[config.mk]
export PLATFORM = sky130hd
export DESIGN_NAME = serial_addsub_flat
export DESIGN_NICKNAME = d
export VERILOG_FILES = /design/src/rtl/serial_addsub_if.sv /design/src/rtl/serial_addsub.sv /design/src/flat_wrapper.sv
export SDC_FILE = /design/constraint.sdc
export NUM_CORES = 1
export LEC_CHECK = 0
export CAP_MARGIN = 20
export CORE_ASPECT_RATIO = 0.9
export CORE_MARGIN = 5
export CORE_UTILIZATION = 50
export CTS_BUF_LIST = sky130_fd_sc_hd__clkbuf_4 sky130_fd_sc_hd__clkbuf_8 sky130_fd_sc_hd__clkbuf_16
export DETAILED_ROUTE_END_ITERATION = 8
export PLACE_DENSITY = 0.78
export SLEW_MARGIN = 10
export SYNTH_ARGS = -nofsm -noshare
export SYNTH_HDL_FRONTEND = slang
export SYNTH_SLANG_ARGS = --single-unit
[constraint.sdc]
create_clock -name clk -period 1.8 [get_ports clk]
set_input_delay 0.54 -clock clk [delete_from_list [all_inputs] [get_ports clk]]
set_output_delay 0.54 -clock clk [all_outputs]
set_load 0.02 [all_outputs]
[src/rtl/serial_addsub_if.sv]
// ============================================================================
//  Module      : serial_addsub_if
//  Description : Request/result bundle for the bit-serial adder/subtractor.
//                The master issues operands with a start pulse; the slave
//                returns busy, a done pulse and the registered result.
//  Revision    : 1.0  initial release
// ============================================================================
`default_nettype none

interface serial_addsub_if #(
   parameter int WIDTH = 8
) ();
   logic             start;
   logic [WIDTH-1:0] a;
   logic [WIDTH-1:0] b;
   logic             sub;
   logic             cin;
   logic             busy;
   logic             done;
   logic [WIDTH-1:0] sum;
   logic             cout;
   logic             overflow;

   modport master (
      output start, a, b, sub, cin,
      input  busy, done, sum, cout, overflow
   );

   modport slave (
      input  start, a, b, sub, cin,
      output busy, done, sum, cout, overflow
   );
endinterface

`default_nettype wire

[src/rtl/serial_addsub.sv]
// ============================================================================
//  Module      : serial_addsub
//  Description : Bit-serial adder/subtractor. One full-adder slice with a
//                registered carry processes the operands LSB first, one bit
//                per clock, and reports sum, carry-out and signed overflow
//                with a single-cycle done pulse.
//  Revision    : 1.0  initial release
// ============================================================================
`default_nettype none

module serial_addsub #(
   parameter int WIDTH = 8
) (
   input  wire logic          clk,
   input  wire logic          rst,
   serial_addsub_if.slave     bus
);

   // Counter only has to reach WIDTH-1; keep at least one bit for WIDTH=1.
   localparam int                CNT_W    = (WIDTH > 1) ? $clog2(WIDTH) : 1;
   localparam logic [CNT_W-1:0]  CNT_LAST = CNT_W'(WIDTH - 1);

   typedef enum logic [1:0] {
      S_IDLE = 2'd0,
      S_RUN  = 2'd1,
      S_DONE = 2'd2
   } state_t;

   state_t           state_q,    state_d;
   logic [WIDTH-1:0] a_sh_q,     a_sh_d;
   logic [WIDTH-1:0] b_sh_q,     b_sh_d;
   logic             carry_q,    carry_d;
   logic [CNT_W-1:0] cnt_q,      cnt_d;
   logic [WIDTH-1:0] sum_q,      sum_d;
   logic             cout_q,     cout_d;
   logic             ovf_q,      ovf_d;

   logic             bit_s;
   logic             bit_c;

   // Single full-adder slice on the current LSBs and the stored carry.
   always_comb begin
      bit_s = a_sh_q[0] ^ b_sh_q[0] ^ carry_q;
      bit_c = (a_sh_q[0] & b_sh_q[0]) | (a_sh_q[0] & carry_q) | (b_sh_q[0] & carry_q);
   end

   // Next-state and datapath update: load on accept, shift during RUN.
   always_comb begin
      state_d = state_q;
      a_sh_d  = a_sh_q;
      b_sh_d  = b_sh_q;
      carry_d = carry_q;
      cnt_d   = cnt_q;
      sum_d   = sum_q;
      cout_d  = cout_q;
      ovf_d   = ovf_q;

      case (state_q)
         S_IDLE: begin
            if (bus.start) begin
               // Subtraction is A + ~B + 1; cin is ignored in that case.
               a_sh_d  = bus.a;
               b_sh_d  = bus.sub ? ~bus.b : bus.b;
               carry_d = bus.sub ? 1'b1 : bus.cin;
               cnt_d   = '0;
               state_d = S_RUN;
            end
         end
         S_RUN: begin
            carry_d = bit_c;
            sum_d   = (sum_q >> 1) | (WIDTH'(bit_s) << (WIDTH - 1));
            a_sh_d  = a_sh_q >> 1;
            b_sh_d  = b_sh_q >> 1;
            cnt_d   = cnt_q + CNT_W'(1);
            if (cnt_q == CNT_LAST) begin
               // carry_q is the carry into the MSB, bit_c the carry out.
               cout_d  = bit_c;
               ovf_d   = carry_q ^ bit_c;
               state_d = S_DONE;
            end
         end
         S_DONE: begin
            state_d = S_IDLE;
         end
         default: begin
            state_d = S_IDLE;
         end
      endcase
   end

   // State and datapath registers with asynchronous clear.
   always_ff @(posedge clk or posedge rst) begin
      if (rst) begin
         state_q <= S_IDLE;
         a_sh_q  <= '0;
         b_sh_q  <= '0;
         carry_q <= 1'b0;
         cnt_q   <= '0;
         sum_q   <= '0;
         cout_q  <= 1'b0;
         ovf_q   <= 1'b0;
      end else begin
         state_q <= state_d;
         a_sh_q  <= a_sh_d;
         b_sh_q  <= b_sh_d;
         carry_q <= carry_d;
         cnt_q   <= cnt_d;
         sum_q   <= sum_d;
         cout_q  <= cout_d;
         ovf_q   <= ovf_d;
      end
   end

   assign bus.busy     = (state_q != S_IDLE);
   assign bus.done     = (state_q == S_DONE);
   assign bus.sum      = sum_q;
   assign bus.cout     = cout_q;
   assign bus.overflow = ovf_q;

endmodule

`default_nettype wire

[src/flat_wrapper.sv]
// flat-port wrapper written by rule: the top's interface ports become plain ports
module serial_addsub_flat 
#(
   parameter int WIDTH = 8
)
  (clk, rst, bus_start, bus_a, bus_b, bus_sub, bus_cin, bus_busy, bus_done, bus_sum, bus_cout, bus_overflow);
  serial_addsub_if #(.WIDTH(WIDTH)) bus_i ();
  input  wire logic clk;
  input  wire logic rst;
  input wire logic [$bits(bus_i.start)-1:0] bus_start;
  input wire logic [$bits(bus_i.a)-1:0] bus_a;
  input wire logic [$bits(bus_i.b)-1:0] bus_b;
  input wire logic [$bits(bus_i.sub)-1:0] bus_sub;
  input wire logic [$bits(bus_i.cin)-1:0] bus_cin;
  output wire logic [$bits(bus_i.busy)-1:0] bus_busy;
  output wire logic [$bits(bus_i.done)-1:0] bus_done;
  output wire logic [$bits(bus_i.sum)-1:0] bus_sum;
  output wire logic [$bits(bus_i.cout)-1:0] bus_cout;
  output wire logic [$bits(bus_i.overflow)-1:0] bus_overflow;
  assign bus_i.start = bus_start;
  assign bus_i.a = bus_a;
  assign bus_i.b = bus_b;
  assign bus_i.sub = bus_sub;
  assign bus_i.cin = bus_cin;
  assign bus_busy = bus_i.busy;
  assign bus_done = bus_i.done;
  assign bus_sum = bus_i.sum;
  assign bus_cout = bus_i.cout;
  assign bus_overflow = bus_i.overflow;
  serial_addsub #(.WIDTH(WIDTH)) u_core (.clk(clk), .rst(rst), .bus(bus_i));
endmodule
Word level (Yosys, flattened, before mapping). Index checks and enable logic that the tools add are counted.

Shift operators: 0. Div/mod/pow operators: 0. $add $sub $neg: 1. $mul: 0. Muxes and demuxes: 13. Equal/unequal tests: 5. Order comparisons: 0. Reduce and logical (&&, ||, !) cells: 6. Bitwise operators: 10.

Operator list (count): $pmux W8 S2 (2); $mux W8 (3); $not A8 Y8 (1); $or A7 B8 Y8 (1); $pmux W3 S2 (1); $reduce_and A2 Y1 (3); $mux W2 (2); $pmux W2 S2 (1); $reduce_bool A2 Y1 (2); $add A3 B1 Y3 const B (1); $and A1 B1 Y1 (3); $eq A3 B3 Y1 const B (1); $mux W3 (1); $xor A1 B1 Y1 (3); $eq A2 B1 Y1 const B (1); $eq A2 B2 Y1 const B (1); $logic_not A2 Y1 (1); $mux W1 (2); $ne A2 B1 Y1 const B (1); $ne A2 B2 Y1 const B (1); $or A1 B1 Y1 (2); $pmux W1 S2 (1).

RAM bits: 0. Bits in latches: 0. Memories: 0. Register bits: 32. Input port bits: 21. Bits in read-only memories: 0.

Logic depth before layout (Yosys ltp).
Word-level depth: 4. Depth in mapped cells: 5. Gate-level depth less buffers: 5.

Worst setup path after synthesis. No wires, ideal clock.

Kind: register -> output. Start point: register u_core.state_q[1]. End point: output port bus_done. Slack: 0.251 ns. Data required time: 1.260 ns. Arrival: 1.009 ns. Stages on the path, launching flop included: 3. Cells stage by stage: dfrtp_1 clkbuf_1 nor2b_1.

Cells in the longest elaborated chain, start to end: 1.

Ends and longest elaborated chain: start: declaration (RTL line serial_addsub.sv:29) `state_t state_q, state_d;`; start signal: assignment (RTL line serial_addsub.sv:103) `state_q <= state_d;`; $eq A2 B2 Y1 (RTL line serial_addsub.sv:115) `assign bus.done = (state_q == S_DONE);`; end: declaration (RTL line flat_wrapper.sv:16) `output wire logic [$bits(bus_i.done)-1:0] bus_done;`.

Every way passes these cells.

Final worst setup path.
Start point: register u_core.state_q[0]. End point: output port bus_busy.

Cells in the longest elaborated chain, start to end: 1.

Ends and longest elaborated chain: $reduce_bool A2 Y1 (RTL line serial_addsub.sv:114) `assign bus.busy = (state_q != S_IDLE);`; end: declaration (RTL line flat_wrapper.sv:15) `output wire logic [$bits(bus_i.busy)-1:0] bus_busy;`.

Every way passes these cells.

==> flow_summary.toml <==
[timing]
fin_crit_sh_pct = 96.1
final.setup.tns_ns = 0
hold_slack_ns = 0.523
hold_viol = 0
rsz0062_at_grt = "false"
clock_skew_ns = 0.0139
slew_violations = 0
clock.fmax_mhz = 578
min_period_ns = 1.73
finalSetupViolCount = 0
worst_pin_slew_ns = 0.416
slew_headroom_pct = 72.3

[logic_synthesis]
seq_area_frac_synth_pct = 50.8
synth_cell_types = 25
syn_avg_cell_area_sq_um = 11.1
synth-seq-cells = 32
yosys_warnings = 0
syn_area_sq_um = 1580
synth_ff_type = "dfrtp_1"
yosysTopAreaCell = "dfrtp_1"
synth_area_leaders = "dfrtp_1 (51%), mux2_2 (7.1%), a22oi_1 (4.8%), xnor2_1 (4.4%), a21oi_1 (3.5%)"
synth_top_area_share_pct = 50.8
yosys-top-cells-count = "dfrtp_1 (32), a21oi_1 (11), o21ai_0 (11), a22oi_1 (10), mux2_2 (10)"
synth_edf_count = 0
synthArstFlopShare_pct = 100
syn_inst = 142
syn-num-nets = 166
synth_most_common_cell = "dfrtp_1"

[setup_path]
critPathLaunchType = "flop"
cpPeakStageDelay_ns = 0.40
crit_slowest_cell = "dfrtp_1"
worstRegToRegCells = 4
regToRegSetupSlack_ns = 0.31
crit_family = "flip-flops"
crit_path_cell_trace = "or2_2, buf_6"
crit_type = "reg2out"
r2r_start = "u_core.state_q[1]$_DFFE_PP0P_"
timing.rr.end = "u_core.b_sh_q[4]$_DFFE_PP0P_"
cp.required_ns = 1.26
worst-path-max-fanout = 3
critical_path_buf_inv_count = 1
arrival_ns = 1.19
endpoint_kind = "output pin"

[run]
max-cap-violations = 0

[global_routing]
grt_pass1_vias = 1310
antenna_found_initial = 0
grt_max_degree = 33
grt_pass1_wl_microns = 6200
track_usage_pct = 18.2
gr-total-overflow = 0

[clock_network]
path_clk_slew_ns = 0.10
clock_latency_ns = 0.36
cts_root_buf = "clkbuf_4"
tritoncts = "built"
htree_levels = 2
cts_sinks = 32
clk_path_buf_depth = 2
numCtsBuffers = 5
cts_setup_buffers = 0

[routing]
drtIter0Drc = 77
drc_errors = 0
dr.pass1.iters = 4
routed_via_density = 5.46
num_vias = 1240
drt-total-wl_microns = 3570
drt-wirelength-per-cell_microns = 15.7
drtAntennaViolNets = 0

[floorplan]
initial_core_util_pct = 51.8
die_h_microns = 63.3
core-area_sq_um = 3040
die_x_microns = 69.2
rows = 19
num_io_pins = 33
die_area_sq_um = 4370

[power_and_ir_drop]
p_leak_nw = 0.937
peakVddDrop_uv = 980
power.density_nw_per_um2 = 1520
power_mw = 3.17

[final_layout]
num_antenna_cells = 0
syn2layout_area_growth_pct = 32.2
drive_gt1_share_pct = 20.5
nets = 208
final_area_sq_um = 2080
fin_cells = 227
num-fill-cells = 258

[placed_design]
place.detailed.hpwl_microns = 2550
place_area_sq_um = 2000
dp_cells = 219
io_buffers = 32
place.gp.congestion = 0.760

[min_path]
hold_class = "reg2reg"
min_path_cells = 1
holdCritStartpoint = "u_core.bus.cout$_DFFE_PP0P_"
min_to = "u_core.bus.cout$_DFFE_PP0P_"

[status]
status = "finished, final reports clean"
-- state kept, by name (all words and copies together), names as in the netlist --
name,count
u_core.bus.overflow,1
u_core.carry_q,1
u_core.state_q,2
u_core.bus.cout,1
u_core.bus.sum,8
u_core.a_sh_q,8
u_core.cnt_q,3
u_core.b_sh_q,8
-- layout make-up --
cell class                      instances  area [sq um]  area share (%)
Sequential cell                        32           801            38.5
Multi-Input combinational cell         92           698            33.5
Timing Repair Buffer                   46           409            19.7
Clock buffer                            7          65.1            3.12
Tap cell                               42          52.6            2.52
Clock inverter                          1          30.0            1.44
Inverter                                7          26.3            1.26
-- worst reg2reg max path, stage by stage (launching register included) --
cell,delay (ns)
dfrtp_1,0.41
buf_4,0.22
or3b_1,0.48
o32ai_1,0.17
a221o_1,0.15
-- through the flow --
| stage | util (%) | setup slack [ns] |
|---|---|---|
| after floorplan | - | 0.251 |
| after global placement | 65.8 | -0.117 |
| after detailed placement | 65.8 | -0.189 |
| after CTS | 68.3 | 0.0305 |
| after global routing | 68.4 | 0.0126 |
| final | 68.4 | 0.0698 |
-- layout by cell type, fill, tap and decap left out, drive strengths merged --
| cell type | n |
|---|---|
| nor2b | 7 |
| nand2 | 4 |
| xor2 | 1 |
| clkbuf | 8 |
| and2b | 5 |
| a22o | 2 |
| mux2i | 1 |
| o32ai | 5 |
| mux2 | 10 |
| or3b | 1 |
| inv | 7 |
| a22oi | 10 |
| a21oi | 11 |
| dfrtp | 32 |
| ha | 2 |
| xnor2 | 8 |
| buf | 15 |
| a221o | 5 |
| o21ai | 11 |
| o211ai | 2 |
| dlygate4sd2 | 10 |
| clkdlybuf4s50 | 20 |
| and2 | 1 |
| fa | 1 |
| or2 | 3 |
| bufinv | 1 |
| nor2 | 2 |
-- kinds of logic after synthesis --
group / synth area share (%)
compound gates: 19.8
simple gates: 8.74
xor+xnor: 5.00
flops: 50.8
fa+ha+maj: 2.86
mux: 7.78
buf+inv: 5.00
-- worst max-delay path by stage --
| stage | start | to | slack [ns] | cells past startpoint |
|---|---|---|---|---|
| after detailed placement | bus_start | u_core.b_sh_q[4]$_DFFE_PP0P_ | -0.19 | 4 |
| after global placement | bus_start | u_core.b_sh_q[1]$_DFFE_PP0P_ | -0.12 | 4 |
| final | u_core.state_q[0]$_DFFE_PP0P_ | bus_busy | 0.07 | 2 |
| after global routing | u_core.state_q[0]$_DFFE_PP0P_ | bus_busy | 0.01 | 2 |
| after CTS | u_core.state_q[1]$_DFFE_PP0P_ | bus_done | 0.03 | 2 |
| after floorplan | u_core.state_q[1]$_DFFE_PP0P_ | bus_done | 0.25 | 2 |
-- routing by layer --
layer	global-route usage (%)	routed length, microns	up-vias
met5	0	0	-
met4	9.51	77	0
met3	5.41	163	9
met2	31.3	1840	28
met1	20.2	1490	612
li1	-	-	591
-- power breakdown --
group | internal (mW) | switching (mW) | total [mW]
registers | 1.02 | 0.215 | 1.23
logic | 0.660 | 0.647 | 1.31
clock network | 0.369 | 0.264 | 0.633
-- timing repair --
action,in CTS,in global routing
gates resized for setup,15,4
setup endpoints to repair,12,2
hold buffers,0,0
Power figures use the tool's default switching activity.
